File: src/rtl/alu_issue_ctrl.sv
// alu_issue_ctrl -- multi-cycle issue controller for a 32-bit combinational ALU.
//
// Accepts MIPS R-type operations on a valid/ready request channel, decodes
// funct into the ALU select, sequences the external ALU (single pass, or a
// 32-iteration shift-add unsigned multiply) and returns result and flags on a
// valid/ready response channel.
//
// Ports:
//   clk, reset                 clock (rising edge), async active-high reset
//   req_valid/req_ready        request handshake
//   req_funct, req_a, req_b    funct code, operand A (rs), operand B (rt)
//   alu_in1/alu_in2/alu_sel    ALU operand and select drive
//   alu_cin                    ALU carry-in (always 0)
//   alu_result/alu_cout_*      ALU result and adder/subtractor carry-outs
//   rsp_valid/rsp_ready        response handshake
//   rsp_hi/rsp_lo              product high / result or product low
//   rsp_zero/rsp_carry/rsp_err zero, carry and unsupported-funct flags
//
// Configuration macro: ALU_ISSUE_MULTU_EN enables multu (funct 0x19) with the
// MUL state and iteration counter; without it 0x19 reports rsp_err.
module alu_issue_ctrl (
  input  logic        clk,
  input  logic        reset,
  input  logic        req_valid,
  output logic        req_ready,
  input  logic [5:0]  req_funct,
  input  logic [31:0] req_a,
  input  logic [31:0] req_b,
  output logic [31:0] alu_in1,
  output logic [31:0] alu_in2,
  output logic [3:0]  alu_sel,
  output logic        alu_cin,
  input  logic [31:0] alu_result,
  input  logic        alu_cout_add,
  input  logic        alu_cout_sub,
  output logic        rsp_valid,
  input  logic        rsp_ready,
  output logic [31:0] rsp_hi,
  output logic [31:0] rsp_lo,
  output logic        rsp_zero,
  output logic        rsp_carry,
  output logic        rsp_err
);

  typedef enum logic [3:0] {
    ALU_AND = 4'd0, ALU_OR  = 4'd1, ALU_ADD = 4'd2, ALU_XOR = 4'd3,
    ALU_SUB = 4'd4, ALU_SRA = 4'd5, ALU_SLL = 4'd6, ALU_NOR = 4'd7
  } alu_op_e;

  typedef enum logic [2:0] {
    K_BAD, K_PLAIN, K_ADD, K_SUB, K_SLT, K_SHIFT, K_MUL
  } kind_e;

`ifdef ALU_ISSUE_MULTU_EN
  typedef enum logic [1:0] {S_IDLE, S_EXEC, S_MUL, S_RESP} state_e;
`else
  typedef enum logic [1:0] {S_IDLE, S_EXEC, S_RESP} state_e;
`endif

  function automatic kind_e dec_kind(input logic [5:0] f);
    case (f)
      6'h20, 6'h21:                      dec_kind = K_ADD;
      6'h22, 6'h23:                      dec_kind = K_SUB;
      6'h24, 6'h25, 6'h26, 6'h27:        dec_kind = K_PLAIN;
      6'h04, 6'h07:                      dec_kind = K_SHIFT;
      6'h2A:                             dec_kind = K_SLT;
`ifdef ALU_ISSUE_MULTU_EN
      6'h19:                             dec_kind = K_MUL;
`endif
      default:                           dec_kind = K_BAD;
    endcase
  endfunction

  function automatic alu_op_e dec_sel(input logic [5:0] f);
    case (f)
      6'h20, 6'h21: dec_sel = ALU_ADD;
      6'h22, 6'h23: dec_sel = ALU_SUB;
      6'h24:        dec_sel = ALU_AND;
      6'h25:        dec_sel = ALU_OR;
      6'h26:        dec_sel = ALU_XOR;
      6'h27:        dec_sel = ALU_NOR;
      6'h04:        dec_sel = ALU_SLL;
      6'h07:        dec_sel = ALU_SRA;
      6'h2A:        dec_sel = ALU_SUB;
      default:      dec_sel = ALU_AND;
    endcase
  endfunction

  state_e      state_q;
  logic [5:0]  funct_q;
  logic [31:0] a_q, b_q;
  logic [31:0] lo_q;          // also the low half of the multiply accumulator
  logic        zero_q, carry_q, err_q, valid_q, ready_q;
  kind_e       req_kind, cur_kind;
  logic [31:0] exec_lo;
  logic        exec_carry;

`ifdef ALU_ISSUE_MULTU_EN
  logic [31:0] hi_q;          // also the high half of the multiply accumulator
  logic [4:0]  cnt_q;
  logic [63:0] mul_d;
  // Shift-add step: add A into hi when the current multiplier bit is set,
  // then shift {carry, sum, lo} right by one.
  assign mul_d  = {alu_cout_add, alu_result, lo_q[31:1]};
  assign rsp_hi = hi_q;
`else
  assign rsp_hi = '0;
`endif

  assign req_kind = dec_kind(req_funct);
  assign cur_kind = dec_kind(funct_q);

  // slt resolves the sign-differs case from the operands, otherwise the
  // sign of A-B decides.
  always_comb begin
    exec_lo = alu_result;
    if (cur_kind == K_SLT)
      exec_lo = {31'b0, (a_q[31] ^ b_q[31]) ? a_q[31] : alu_result[31]};
    case (cur_kind)
      K_ADD:   exec_carry = alu_cout_add;
      K_SUB:   exec_carry = alu_cout_sub;
      default: exec_carry = 1'b0;
    endcase
  end

  always_comb begin
    alu_sel = ALU_AND;
    alu_in1 = a_q;
    alu_in2 = b_q;
    case (state_q)
      S_EXEC: begin
        alu_sel = dec_sel(funct_q);
        if (cur_kind == K_SHIFT) alu_in2 = {27'b0, b_q[4:0]};
      end
`ifdef ALU_ISSUE_MULTU_EN
      S_MUL: begin
        alu_sel = ALU_ADD;
        alu_in1 = hi_q;
        alu_in2 = lo_q[0] ? a_q : '0;
      end
`endif
      default: ;
    endcase
  end

  assign alu_cin   = 1'b0;
  assign req_ready = ready_q;
  assign rsp_valid = valid_q;
  assign rsp_lo    = lo_q;
  assign rsp_zero  = zero_q;
  assign rsp_carry = carry_q;
  assign rsp_err   = err_q;

  always_ff @(posedge clk or posedge reset) begin
    if (reset) begin
      state_q <= S_IDLE;
      funct_q <= '0;
      a_q     <= '0;
      b_q     <= '0;
      lo_q    <= '0;
      zero_q  <= 1'b0;
      carry_q <= 1'b0;
      err_q   <= 1'b0;
      valid_q <= 1'b0;
      ready_q <= 1'b1;
`ifdef ALU_ISSUE_MULTU_EN
      hi_q    <= '0;
      cnt_q   <= '0;
`endif
    end else begin
      case (state_q)
        S_IDLE: begin
          if (req_valid && ready_q) begin
            funct_q <= req_funct;
            a_q     <= req_a;
            b_q     <= req_b;
            ready_q <= 1'b0;
            if (req_kind == K_BAD) begin
              lo_q    <= '0;
              zero_q  <= 1'b1;
              carry_q <= 1'b0;
              err_q   <= 1'b1;
              valid_q <= 1'b1;
`ifdef ALU_ISSUE_MULTU_EN
              hi_q    <= '0;
`endif
              state_q <= S_RESP;
`ifdef ALU_ISSUE_MULTU_EN
            end else if (req_kind == K_MUL) begin
              hi_q    <= '0;
              lo_q    <= req_b;
              cnt_q   <= '0;
              state_q <= S_MUL;
`endif
            end else begin
              state_q <= S_EXEC;
            end
          end
        end
        S_EXEC: begin
          lo_q    <= exec_lo;
          zero_q  <= (exec_lo == '0);
          carry_q <= exec_carry;
          err_q   <= 1'b0;
          valid_q <= 1'b1;
`ifdef ALU_ISSUE_MULTU_EN
          hi_q    <= '0;
`endif
          state_q <= S_RESP;
        end
`ifdef ALU_ISSUE_MULTU_EN
        S_MUL: begin
          {hi_q, lo_q} <= mul_d;
          cnt_q        <= cnt_q + 5'd1;
          if (cnt_q == 5'd31) begin
            zero_q  <= (mul_d == '0);
            carry_q <= 1'b0;
            err_q   <= 1'b0;
            valid_q <= 1'b1;
            state_q <= S_RESP;
          end
        end
`endif
        S_RESP: begin
          if (rsp_ready) begin
            valid_q <= 1'b0;
            ready_q <= 1'b1;
            state_q <= S_IDLE;
          end
        end
        default: state_q <= S_IDLE;
      endcase
    end
  end

endmodule

File: config.mk
export PLATFORM = sky130hd
export DESIGN_NAME = alu_issue_ctrl
export DESIGN_NICKNAME = d
export VERILOG_FILES = /design/src/rtl/alu_issue_ctrl.sv
export SDC_FILE = /design/constraint.sdc
export NUM_CORES = 1
export LEC_CHECK = 0
export ABC_AREA = 1
export BUFFER_PORTS_ARGS = -buffer_cell sky130_fd_sc_hd__buf_2
export CAP_MARGIN = 25
export CORE_UTILIZATION = 50
export DETAILED_ROUTE_END_ITERATION = 8
export PLACE_DENSITY = 0.86
export SETUP_SLACK_MARGIN = 0.05
export SYNTH_ARGS = -nofsm -noshare
export SYNTH_HDL_FRONTEND = slang
export SYNTH_SLANG_ARGS = --single-unit
File: constraint.sdc
create_clock -name clk -period 9.4 [get_ports clk]
set_input_delay 0.47 -clock clk [delete_from_list [all_inputs] [get_ports clk]]
set_output_delay 0.47 -clock clk [all_outputs]
set_load 0.05 [all_outputs]
**Yosys cells after proc, flatten, opt, wreduce, memory -nomap -nowiden**

Cells that the tools add are included.

- Input bits: 108
- Logic and storage cells: 91
- Bits in registers: 109
- Output and inout port bits: 138

- Bitwise logic cells: 1
- Equality and inequality tests: 31
- Reduce and logical (&&, ||, !) cells: 21
- Muxes and demuxes: 28

Operators by type and width:

| cell | number |
|---|---|
| 2-to-1 mux 32 bit | 5 |
| == test 6 bit, second input constant | 18 |
| case mux 32 bit (2 select lines) | 1 |
| zero test 32 bit | 1 |
| case mux 3 bit (5 select lines) | 2 |
| == test 6 x 3 -> 1 bit, second input constant | 4 |
| case mux 3 bit (7 select lines) | 1 |
| OR reduction 2 bit | 6 |
| case mux 1 bit (2 select lines) | 5 |
| 2-to-1 mux 1 bit | 8 |
| OR reduction 4 bit | 2 |
| == test 3 x 2 -> 1 bit, second input constant | 2 |
| == test 3 bit, second input constant | 2 |
| 2-to-1 mux 2 bit | 3 |
| != test 2 bit, second input constant | 3 |
| case mux 2 bit (3 select lines) | 1 |
| AND reduction 3 bit | 2 |
| AND reduction 2 bit | 2 |
| AND reduction 4 bit | 1 |
| nonzero test 2 bit | 2 |
| zero test 3 bit | 1 |
| 2-to-1 mux 3 bit | 1 |
| case mux 1 bit (3 select lines) | 1 |
| nonzero test 3 bit | 1 |
| other kinds (6) | 6 |

**Depth between registers and ports, before layout**

Gate-level depths: netlist of run 1.

- Depth in word-level cells: 7
- Depth in mapped cells: 12
- Depth with buffers taken out: 12

**Least setup slack after synthesis of run 1**

No wires, ideal clock.

- Path kind: register to output
- From: reg funct_q[1]
- To: out alu_in2[21]
- Arrival: 1.743 ns
- Path buffers: 2
- Required time: 8.930 ns
- Slack: 7.187 ns
- Cell stages (with the launch flop): 9
- Cell sequence: dfrtp_1 -> buf_4 -> inv_1 -> nand4_1 -> nand2_1 -> nor2_1 -> a211oi_4 -> buf_6 -> nor2_1

- Cells in the longest elaborated chain, start to end: 6
- Elaborated cells between the ends (all ways): 19
- Those cells by class: eq/ne: 12; mux: 3; reduce/logical: 4

RTL lines:

| item | line | text |
|---|---|---|
| start, declared | 90 | `logic [5:0] funct_q;` |
| start signal, assigned | 174 | `funct_q <= req_funct;` |
| == test 6 bit / == test 6 x 3 -> 1 bit (equally long branches) | 61 | `case (f)` |
| OR reduction 4 bit / OR reduction 2 bit (equally long branches) | 61 |  |
| case mux 3 bit (5 select lines) (*) | 61 |  |
| == test 3 bit (*) | 133 | `if (cur_kind == K_SHIFT) alu_in2 = {27'b0, b_q[4:0]};` |
| 2-to-1 mux 32 bit (*) | 133 |  |
| 2-to-1 mux 32 bit (*) | 130 | `case (state_q)` |
| end, declared | 30 | `output logic [31:0] alu_in2,` |

Mark *: on every way between the ends. The rest lies on a longest branch, timed or not.

**Worst setup path after layout of run 1**

- From: reg funct_q[4]
- To: out alu_in2[31]

The elaborated chain is that of the path after synthesis.

==> results of run 1 <==
## area by class of cell
cell class                 instances  area (um^2)  area share (%)
timing repair buffer             215         1114           17.74
clock inverter                     5        57.56          0.9169
multi-input combinational        356         1862           29.66
inverter                          52        197.7           3.149
sequential                       109         2729           43.47
tap                              133        166.4           2.651
clock buffer                      11        151.4           2.412
## sequential cells by signal, summed over array words and instances, names as in the netlist
register and count:
alu_in1 32, b_q 32, rsp_lo 32, funct_q 6, state_q 2, req_ready 1
rsp_carry 1, rsp_err 1, rsp_valid 1, rsp_zero 1
## Yosys cell counts (all sizes together)
library cell and instances:
ha 3, o21a 1, clkbuf 10, mux2 36, o21ai 54, dfstp 1
a211oi 1, inv 52, nor2 75, dfrtp 108, nand2 94, buf 53
nand3 15, a31oi 2, nand4 4, conb 1, o211ai 1, a21oi 36
## critical path, cell delays in order (launching register included)
cell      delay [ns]
dfrtp_1         0.39
inv_1           0.10
nand2_1         0.09
inv_2           0.09
nand3_1         0.07
inv_1           0.09
nand2_1         0.11
a211oi_4        0.49
buf_8           0.25
nor2_1          0.08
buf_2           0.21
## cells by family after synthesis
group	Yosys count
mux	36
buf+inv	115
compound gates	95
other cells	1
flops	109
simple gates	188
fa+ha+maj	3
## report_power, final
| group | switching (mW) | internal [mW] |
|---|---|---|
| Combinational | 0.0519 | 0.0192 |
| Clock | 0.154 | 0.139 |
| Sequential | 0 | 0.469 |
## per-layer routing
metal	global-route usage, %	wire length (um)	part of all wire, %
met2	41.49	6099	53
met5	0	0	0
met4	8.571	184	1.6
met1	25.22	4573	40
met3	3.932	672	5.8
## worst max-delay path by stage
| stage | endpoint | slack (ns) | depth (start not counted) |
|---|---|---|---|
| 2_1_floorplan | alu_in1[0] | 6.06 | 1 |
| 3_3_place_gp | rsp_lo[13] | 6.47 | 9 |
| 3_5_place_dp | rsp_lo[25] | 6.26 | 9 |
| 4_1_cts | rsp_lo[25] | 6.24 | 9 |
| 5_1_grt | alu_in2[26] | 6.43 | 8 |
| 6_report | alu_in2[31] | 6.60 | 10 |
==> results.yml, run 1 <==
cells_and_area:
  nets: 854
  post-route-util_pct: 64.22
  n_antenna_cell: 0
  final_common_cell: "buf_2"
  drive_gt1_share_pct: 38.50
  fin_area_um2: 6277
  final_cells: 881
  final_cell_mix: "buf_2 (211), dfrtp_1 (108), nand2_1 (94)"
  fillers: 845
  area_growth_pct: 23.97
placed_design:
  pre_cts_slack_ns: 6.260
  portBuffers: 211
  globalplace.congestion: 0.8060
  place_area_um2: 6041
  dp_hpwl_um: 8639
  dp_cells: 864
routing:
  wirelength_um: 11530
  routedWlPerCell_um: 13.09
  initialDrtViolationCount: 169
  drc: 0
  via_per_inst: 4.897
  dr.pass1.iters: 5
  vias: 4314
  antenna_left: 0
global_route:
  grt_pass1_wl_um: 18160
  grt_pass1_vias: 4129
  grt-ovfl-total: 0
  antenna_found_initial: 0
  grt_usage_pct: 22.26
  grt_max_degree: 99
timing:
  setup_viol: 0
  fin_crit_sh_pct: 29.80
  rsz0062_at_grt: "false"
  worstMarginPinSlew_ns: 0.9678
  drv_slew: 0
  whs_ns: 0.2188
  fmax_ghz: 0.3569
  fin_skew_ns: 0.007844
  final.setup.worst_slack_ns: 6.598
  slew_headroom_pct: 35.48
  final.setup.tns_ns: 0
  final_hold_viol_count: 0
  finalCriticalPeriod_ns: 2.802
die:
  die_y_um: 102.6
  ios: 246
  initial_core_util_pct: 51.80
  die_w_um: 102.6
  rows: 36
  core_area_um2: 9774
  floorplan.die_area_um2: 10530
cts:
  clock_sinks: 109
  cts_tree: "yes"
  cts_setup_buffers: 0
  postCtsHoldBufs: 0
  cts_resized: 0
  clockRootBuffer: "clkbuf_8"
  h-tree-depth: 3
  clock_latency_ns: 0.36
  clk_pin_slew_ns: 0.10
  cts_made_buffers: 9
  cts_max_path_buffers: 2
yosys:
  yosysUniqueCellTypes: 28
  ys_seq_area_share_pct: 53.89
  synth_top_area_share_pct: 53.37
  synthSimpleGateAreaFrac_pct: 15.42
  syn_avg_cell_area_um2: 9.257
  synth.mux.area_fraction_pct: 8.006
  synth_top_family_by_area: "simple AND/OR/NAND/NOR gates"
  netlist_instances: 547
  synthXorXnorAreaFrac_pct: 0
  synth_fa_ha_area_share_pct: 0.7413
  yosysWarnings: 0
  synth-seq-cells: 109
  synth.largest_area_cell: "dfrtp_1"
  synthTopCellsByArea: "dfrtp_1 (53%), mux2_2 (8.0%), nand2_1 (7.0%)"
  synth_compound_gate_area_share_pct: 9.834
  syn_area_um2: 5064
status:
  outcome: "completed"
power_and_ir_drop:
  p_per_area_nw_per_um2: 132.6
  peakVddDrop_uv: 88.92
  p_leak_nw: 3.637
  finalPower_mw: 0.8322
setup_path:
  rr_endpoint: "rsp_lo[1]"
  path_class: "flop to output pin"
  startpoint: "funct_q[4]"
  r2r_setup_slack_ns: 6.77
  required_ns: 8.93
  cp_max_fo: 20
  critPathLaunchType: "flop"
  r2r_start: "state_q[0]"
  critPathCaptureType: "output pin"
  reg2reg_depth: 10
  arrival_ns: 2.33
job:
  drv_cap: 0
worst_hold_path:
  hp-class: "primary input to async pin"
(Power assumes the default switching activity.)
==> run 2: changes to the inputs <==
--- a/config.mk
+++ b/config.mk
@@ -8,9 +8,9 @@
 export ABC_AREA = 1
 export BUFFER_PORTS_ARGS = -buffer_cell sky130_fd_sc_hd__buf_2
 export CAP_MARGIN = 25
-export CORE_UTILIZATION = 50
+export CORE_UTILIZATION = 46
 export DETAILED_ROUTE_END_ITERATION = 8
-export PLACE_DENSITY = 0.86
+export PLACE_DENSITY = 0.8
 export SETUP_SLACK_MARGIN = 0.05
 export SYNTH_ARGS = -nofsm -noshare
 export SYNTH_HDL_FRONTEND = slang
==> constraint.sdc (replaced) <==
create_clock -name clk -period 2.9 [get_ports clk]
set_input_delay 0.145 -clock clk [delete_from_list [all_inputs] [get_ports clk]]
set_output_delay 0.145 -clock clk [all_outputs]
set_load 0.05 [all_outputs]
==> run 2 against run 1 <==
  * Cell count increased by 4.3%
  * Flip-flop and latch count unchanged
  * Design area increased by 5.2%
  * Sequential power increased to 3.2 times the previous value
  * Global-route usage decreased by 0.78 points
  * Register-to-register slack got worse by 6.1 ns
  * Clock skew increased by 0.0031 ns
  * Critical endpoint is now alu_in2[25]
  * Largest power group unchanged
==> results.yml, run 2 (synthesized netlist as in run 1, its figures left out) <==
status:
  outcome: "completed"
cts:
  cts_max_path_buffers: 2
  clockRootBuffer: "clkbuf_8"
  clock_latency_ns: 0.37
  clk_pin_slew_ns: 0.10
  h-tree-depth: 3
  cts_made_buffers: 9
  clock_sinks: 109
  cts_resized: 0
  cts_tree: "yes"
  postCtsHoldBufs: 29
  cts_setup_buffers: 0
setup_path:
  rr_endpoint: "b_q[5]"
  path_class: "flop to output pin"
  startpoint: "funct_q[4]"
  r2r_start: "state_q[0]"
  path_cells: "inv_1 > nand2_1 > inv_2 > nand3_1 > inv_1 > nand2_1 > a211oi_4 > buf_4 > nor2_1 > buf_2"
  critPathLaunchType: "flop"
  crit_path_top_delay_cell: "dfrtp_1"
  arrival_ns: 2.23
  reg2reg_depth: 6
  r2r_setup_slack_ns: 0.66
  critical_path.max_stage_delay_ns: 0.38
  cp_max_fo: 27
  critPathCaptureType: "output pin"
  required_ns: 2.76
power_and_ir_drop:
  finalPower_mw: 2.769
  switching_share_pct: 24.26
  peakVddDrop_uv: 278.0
  clkPwrFrac_pct: 35.5
  switching_power_mw: 0.6717
  p_int_mw: 2.097
  p_leak_nw: 3.764
  seqPwrFrac_pct: 54.8
  combPwrFrac_pct: 9.7
  p_per_area_nw_per_um2: 419.5
global_route:
  grt_max_degree: 76
  grt_pass1_wl_um: 19270
  grt_pass1_vias: 4186
  grt_usage_pct: 21.48
  antenna_found_initial: 0
  grt-ovfl-total: 0
job:
  drv_cap: 0
cells_and_area:
  nets: 889
  post-route-util_pct: 62.82
  final_common_cell: "buf_2"
  final_cell_mix: "buf_2 (211), dfrtp_1 (108), nand2_1 (94)"
  area_growth_pct: 30.37
  drive_gt1_share_pct: 37.16
  n_antenna_cell: 0
routing:
  via_per_inst: 4.773
  initialDrtViolationCount: 189
  routedWlPerCell_um: 13.35
  dr.pass1.iters: 6
  drc: 0
  vias: 4386
  wirelength_um: 12270
  antenna_left: 0
timing:
  fin_skew_ns: 0.01093
  setup_viol: 0
  final_hold_viol_count: 0
  final.setup.worst_slack_ns: 0.5277
  rsz0062_at_grt: "false"
  fin_crit_sh_pct: 81.80
  final.setup.tns_ns: 0
  drv_slew: 0
  fmax_ghz: 0.4215
  finalCriticalPeriod_ns: 2.372
  worstMarginPinSlew_ns: 0.8970
  whs_ns: 0.01067
  slew_headroom_pct: 40.20
worst_hold_path:
  hold_depth: 2
  min_from: "req_a[7]"
  hp-class: "primary input to flop"
  hold_end: "alu_in1[7]"
die:
  initial_core_util_pct: 48.18
  core_area_um2: 10510
  die_w_um: 106.9
  floorplan.die_area_um2: 11430
  ios: 246
  rows: 37
  die_y_um: 106.9
placed_design:
  dp_hpwl_um: 8936
  globalplace.congestion: 0.7867
  pre_cts_slack_ns: 0.6612
  portBuffers: 211
==> run 2: cell count changes in the layout (fill, tap and decap cells not counted), moves of 2 or more <==
cell | before | now
dlygate4sd3_1 | 0 | 29
clkinvlp_4 | 0 | 2
buf_4 | 2 | 9
clkbuf_8 | 11 | 9
clkbuf_1 | 0 | 3
==> run 2: how the worst max path moves through the flow <==
stage / to / cells past startpoint
2_1_floorplan: alu_in2[21] / 8
3_3_place_gp: b_q[5] / 6
3_5_place_dp: b_q[5] / 6
4_1_cts: alu_in2[25] / 10
5_1_grt: alu_in2[26] / 10
6_report: alu_in2[25] / 10
==> run 2: power groups by stage <==
stage | Clock (mW) | Combinational [mW] | Sequential (mW)
2_1_floorplan | 0 | 0.176 | 1.55
3_3_place_gp | 0 | 0.236 | 1.55
3_5_place_dp | 0 | 0.237 | 1.55
4_1_cts | 1.01 | 0.268 | 1.52
5_1_grt | 1.07 | 0.292 | 1.52
6_report | 0.983 | 0.267 | 1.52
==> run 2: routing by layer <==
layer / vias to the layer above / global-route usage (%) / wire [um]
met5: - / 0 / 0
met4: 0 / 10.37 / 303
met3: 27 / 2.857 / 501
met2: 160 / 37.83 / 6491
met1: 2063 / 25.90 / 4968
li1: 2136 / - / -
==> run 2: cell type report <==
type / count / area, um^2
sequential: 109 / 2729
clock inverter: 4 / 72.57
timing repair buffer: 250 / 1434
fill: 917 / 3908
clock buffer: 12 / 135.1
inverter: 52 / 198.9
multi-input combinational: 356 / 1862
tap: 136 / 170.2
==> run 2: critical path, delay by kind of cell, from the launching register on <==
kind                   cells  cell delay (ns)
buffers and inverters      5             0.85
flip-flops                 1             0.38
AND/OR/NAND/NOR            4             0.37
AO/OA/AOI/OAI              1             0.25
==> run 2: metrics by stage <==
stage	std cells	instance area [um^2]
global route	919	6601
CTS	919	6601
global placement	874	6103
floorplan	580	5191
finish	919	6601
detailed placement	874	6103
